File: config.mk
export PLATFORM = sky130hd
export DESIGN_NAME = rca_serial_seq
export DESIGN_NICKNAME = d
export VERILOG_FILES = /design/src/rtl/rca_serial_seq.sv
export SDC_FILE = /design/constraint.sdc
export NUM_CORES = 1
export LEC_CHECK = 0
export BUFFER_PORTS_ARGS = -buffer_cell sky130_fd_sc_hd__clkbuf_2
export CORE_MARGIN = 2
export CORE_UTILIZATION = 43
export DETAILED_ROUTE_END_ITERATION = 10
export GPL_ROUTABILITY_DRIVEN = 0
export PLACE_DENSITY = 0.65
export SLEW_MARGIN = 10
export SYNTH_ARGS = -nofsm -noshare
export SYNTH_HDL_FRONTEND = slang
export SYNTH_SLANG_ARGS = --single-unit
File: constraint.sdc
create_clock -name clk -period 3 [get_ports clk]
set_input_delay 0.6 -clock clk [delete_from_list [all_inputs] [get_ports clk]]
set_output_delay 0.6 -clock clk [all_outputs]
set_load 0.05 [all_outputs]
File: src/rtl/rca_serial_seq.sv
`default_nettype none
// ============================================================================
// Module      : rca_serial_seq
// Description : Sequential wide adder that reuses one 4-bit ripple-carry slice,
//               one slice per clock, LSB first, with a start/busy/done handshake.
// Revision    : 1.0  initial release
// ============================================================================
module rca_serial_seq #(
  parameter int WIDTH = 16
) (
  input  logic             clk,
  input  logic             rst,
  input  logic             start,
  input  logic [WIDTH-1:0] a,
  input  logic [WIDTH-1:0] b,
  input  logic             cin,
  output logic             busy,
  output logic             done,
  output logic [WIDTH-1:0] sum,
  output logic             cout,
  output logic             ovf
);

  localparam int NSLICE = WIDTH / 4;
  localparam int IDXW   = (NSLICE > 1) ? $clog2(NSLICE) : 1;
  localparam logic [IDXW-1:0] C_LAST_IDX = IDXW'(NSLICE - 1);

  typedef enum logic [1:0] {
    S_IDLE = 2'd0,
    S_RUN  = 2'd1,
    S_DONE = 2'd2
  } state_t;

  state_t           r_state;
  state_t           w_state_nxt;
  logic [WIDTH-1:0] r_a;
  logic [WIDTH-1:0] r_b;
  logic [WIDTH-1:0] r_sum;
  logic [IDXW-1:0]  r_idx;
  logic             r_carry;
  logic             r_cout;
  logic             r_ovf;

  logic             w_accept;
  logic             w_last;
  logic [3:0]       w_as;
  logic [3:0]       w_bs;
  logic [3:0]       w_s;
  logic [4:0]       w_cy;

  // Start is honoured in IDLE and DONE alike, so DONE can chain straight into RUN.
  assign w_accept = start && (r_state != S_RUN);
  assign w_last   = (r_idx == C_LAST_IDX);
  assign w_as     = r_a[{r_idx, 2'b00} +: 4];
  assign w_bs     = r_b[{r_idx, 2'b00} +: 4];

  always_comb begin
    w_s     = '0;
    w_cy    = '0;
    w_cy[0] = r_carry;
    for (int i = 0; i < 4; i++) begin
      w_s[i]    = w_as[i] ^ w_bs[i] ^ w_cy[i];
      w_cy[i+1] = (w_as[i] & w_bs[i]) | (w_cy[i] & (w_as[i] ^ w_bs[i]));
    end
  end

  always_ff @(posedge clk) begin
    if (rst) begin
      r_state <= S_IDLE;
    end else begin
      r_state <= w_state_nxt;
    end
  end

  always_comb begin
    w_state_nxt = r_state;
    case (r_state)
      S_IDLE:  if (start) w_state_nxt = S_RUN;
      S_RUN:   if (w_last) w_state_nxt = S_DONE;
      S_DONE:  w_state_nxt = start ? S_RUN : S_IDLE;
      default: w_state_nxt = S_IDLE;
    endcase
  end

  always_ff @(posedge clk) begin
    if (rst) begin
      r_a     <= '0;
      r_b     <= '0;
      r_sum   <= '0;
      r_idx   <= '0;
      r_carry <= 1'b0;
      r_cout  <= 1'b0;
      r_ovf   <= 1'b0;
    end else if (w_accept) begin
      r_a     <= a;
      r_b     <= b;
      r_carry <= cin;
      r_idx   <= '0;
      r_sum   <= '0;
    end else if (r_state == S_RUN) begin
      r_sum[{r_idx, 2'b00} +: 4] <= w_s;
      r_carry <= w_cy[4];
      if (w_last) begin
        // Signed overflow: carry into the MSB differs from carry out of it.
        r_cout <= w_cy[4];
        r_ovf  <= w_cy[3] ^ w_cy[4];
        r_idx  <= '0;
      end else begin
        r_idx  <= r_idx + 1'b1;
      end
    end
  end

  assign busy = (r_state == S_RUN);
  assign done = (r_state == S_DONE);
  assign sum  = r_sum;
  assign cout = r_cout;
  assign ovf  = r_ovf;

endmodule
`default_nettype wire

==> qor.txt <==
Slew HR -> 44.9%
Least-Margin Pin Slew -> 0.825 ns
post-synthesis async set-or-reset flop share -> 0%
Layout area overhead -> 14.2%
Root Buffer -> clkbuf_8
Worst-path clk slew -> 0.11 ns
HPWL reported at the end of detailed placement -> 4.18 mm
# clock sinks -> 55
layout cells sized above 1 -> 27.0%
Max Cap Viol -> 0
global-route wire length before repair -> 9.75 mm
sequential-to-total area share from yosys stat -> 42.1%
DRT met1 WL -> 2.71 mm
FF-to-FF setup slack -> 0.18 ns
synth top area cells -> dfxtp_1 (42%), a21oi_1 (8.8%), mux4_2 (6.9%)
Startpoint Class -> flop
reg2reg path depth -> 9
clock skew -> 0.0147 ns
CP endpoint kind -> flop
Die Span X -> 82.0 µm
Post-synth top cells -> dfxtp_1 (55), a21oi_1 (46), nand3_1 (34)
core area -> 0.00589 mm²
FILL cells -> 595
number of I/O port buffers -> 55
top sig layer -> met4
Initial DRT Pass Iterations -> 4
P_sw -> 414 µW
RSZ-0062 raised after global routing -> no
vias in the first global route -> 2,011
count leader, synth -> dfxtp_1
Power Dens Cells -> 479 mW/mm²
critical path required time -> 3.25 ns
met3 WL -> 258 µm
Final Critical Period -> 2.82 ns
Area after DPL -> 0.00289 mm²
Worst setup startpoint -> r_idx[0]
status -> finished clean
metal2 WL -> 2.84 mm
Peak VDD IR -> 253 µV
hold_buf cts -> 0
Final Max Slew Viols -> 0
Setup TNS -> 0 ns
pin count of the biggest net entering global routing -> 41
GRT Total Usage -> 19.1%
Critical Path End -> sum[7]
Synth Instances -> 285
Vias -> 2,150
initial cell density of the core -> 44.5%
Data arrival, critical path -> 3.07 ns
CTS tree -> built
final wirelength -> 5.88 mm
Hold Path Stages -> 2
average size of a mapped cell -> 9.18 µm²
Worst R2R Start -> r_idx[0]
FMAX -> 354 MHz
Post-layout nets -> 375
WS Path Type -> flop to flop
Max FO, Critical Path -> 5
clock tree buffer depth -> 2
clk_lat worst skew -> 0.32 ns
Die ar. -> 0.00673 mm²
Setup Fix Bufs, Post-CTS -> 0
row count -> 28
# setup viols final -> 0
cell accounting for the most synthesized area -> dfxtp_1
ant diodes -> 0
# DRC -> 0
Cell Area, Synth -> 0.00262 mm²
Syn. warnings -> 0
leak pwr -> 1.14 nW
sw frac -> 28.9%
post-route ant nets -> 0
syn_nets -> 331
r2r endpoint -> sum[7]
Final Cycle Share -> 94.1%
Reg power frac -> 54.6%
total grt overflow -> 0
worst hold path class -> flop to flop
CTS H-tree lvls -> 2
clock power share -> 30.4%
Inserted Clock Buffers -> 5
EDFF count, synth -> 0
Seq cells post-synth -> 55
I/O pins -> 56
P_int -> 1.02 mW
final hold vios -> 0
prevailing post-synth register cell -> dfxtp_1
vias per std cell -> 5.31
combinational group share of total power -> 15.0%
Design Area, Final -> 0.00299 mm²
synth unique cells -> 33
detailed router's first-iteration violation count -> 148
antenna violations before repair -> 0
top cell type's share of synthesized area -> 42.1%
WL/cell -> 14.5 µm
die height -> 82.0 µm
## power groups by stage
stage | clock (mW) | combinational, mW | sequential, mW
floorplan | 0 | 0.162 | 0.794
global placement | 0 | 0.212 | 0.798
finish | 0.435 | 0.215 | 0.783
CTS | 0.444 | 0.218 | 0.783
detailed placement | 0 | 0.218 | 0.799
global route | 0.482 | 0.243 | 0.787
## repair_timing
action	CTS	global route
endpoints found under the hold margin	0	0
gates resized for setup	0	1
setup endpoints to repair	0	5
## critical path, cell delays in order, from the launching register on
cell and delay (ns):
dfxtp_2 0.43, mux4_2 0.52, inv_1 0.09, fa_1 0.19, fa_1 0.17, inv_1 0.05, fa_1 0.41, fa_1 0.62
nand4_1 0.12, a21oi_1 0.15
## registers in the layout, summed over array words and instances, names as in the netlist
name     flops
ovf          1
cout         1
r_state      2
r_idx        2
r_b         16
sum         16
r_a         16
r_carry      1
## metrics by stage
step                      power, mW  utilization, %  instances  worst slack [ns]  hold slack [ns]
after floorplan               0.956               -        285             0.254            0.451
after global placement         1.01            49.1        397             0.224            0.439
after detailed placement       1.02            49.1        397            0.0848            0.447
after CTS                      1.45            50.8        405            0.0662            0.462
after global routing           1.51            50.8        405            0.0376            0.479
final                          1.43            50.8        405             0.177            0.461
## routing by layer
layer,GRT usage [%],vias to the layer above
met3,3.52,4
li1,-,1106
met2,29.6,47
met1,26.6,993
met4,6.83,0
met5,0,-
## layout make-up
class | instances | area (µm²) | share of cell area [%]
Clock inverter | 3 | 26.3 | 0.879
Tap cell | 75 | 93.8 | 3.14
Clock buffer | 5 | 68.8 | 2.30
Sequential cell | 55 | 1100 | 36.9
Timing Repair Buffer | 62 | 328 | 11.0
Inverter | 10 | 37.5 | 1.26
Multi-Input combinational cell | 195 | 1330 | 44.6
## placed cells by master, fill, tap and decap left out, types with 2 or more instances in the layout
cell / instances
buf_4: 7
mux4_2: 8
nor2_1: 5
ha_1: 6
inv_1: 10
nand2_1: 20
o21ai_0: 32
clkbuf_8: 5
fa_1: 4
a21oi_1: 46
dfxtp_1: 54
inv_6: 2
clkbuf_2: 55
a21oi_2: 4
nand3b_1: 5
nand4_1: 6
nand3_1: 34
nand4b_1: 4
nor3b_2: 2
nor2b_1: 2
or3_1: 5
a32oi_1: 2
## kinds of logic after synthesis
| family | Yosys count | synth area share [%] |
|---|---|---|
| fa+ha+maj | 10 | 5.93 |
| mux | 9 | 7.27 |
| flops | 55 | 42.1 |
| xor+xnor | 1 | 0.335 |
| simple gates | 88 | 19.6 |
| compound gates | 87 | 17.8 |
| buf+inv | 35 | 7.03 |
## worst min path at each step
stage / to / slack (ns) / start
final: sum[0] / 0.46 / sum[0]
after detailed placement: sum[2] / 0.45 / sum[2]
after global routing: sum[2] / 0.48 / sum[2]
after global placement: sum[6] / 0.44 / sum[6]
after floorplan: r_a[6] / 0.45 / r_a[6]
after CTS: sum[7] / 0.46 / sum[7]
(Power assumes the default switching activity.)
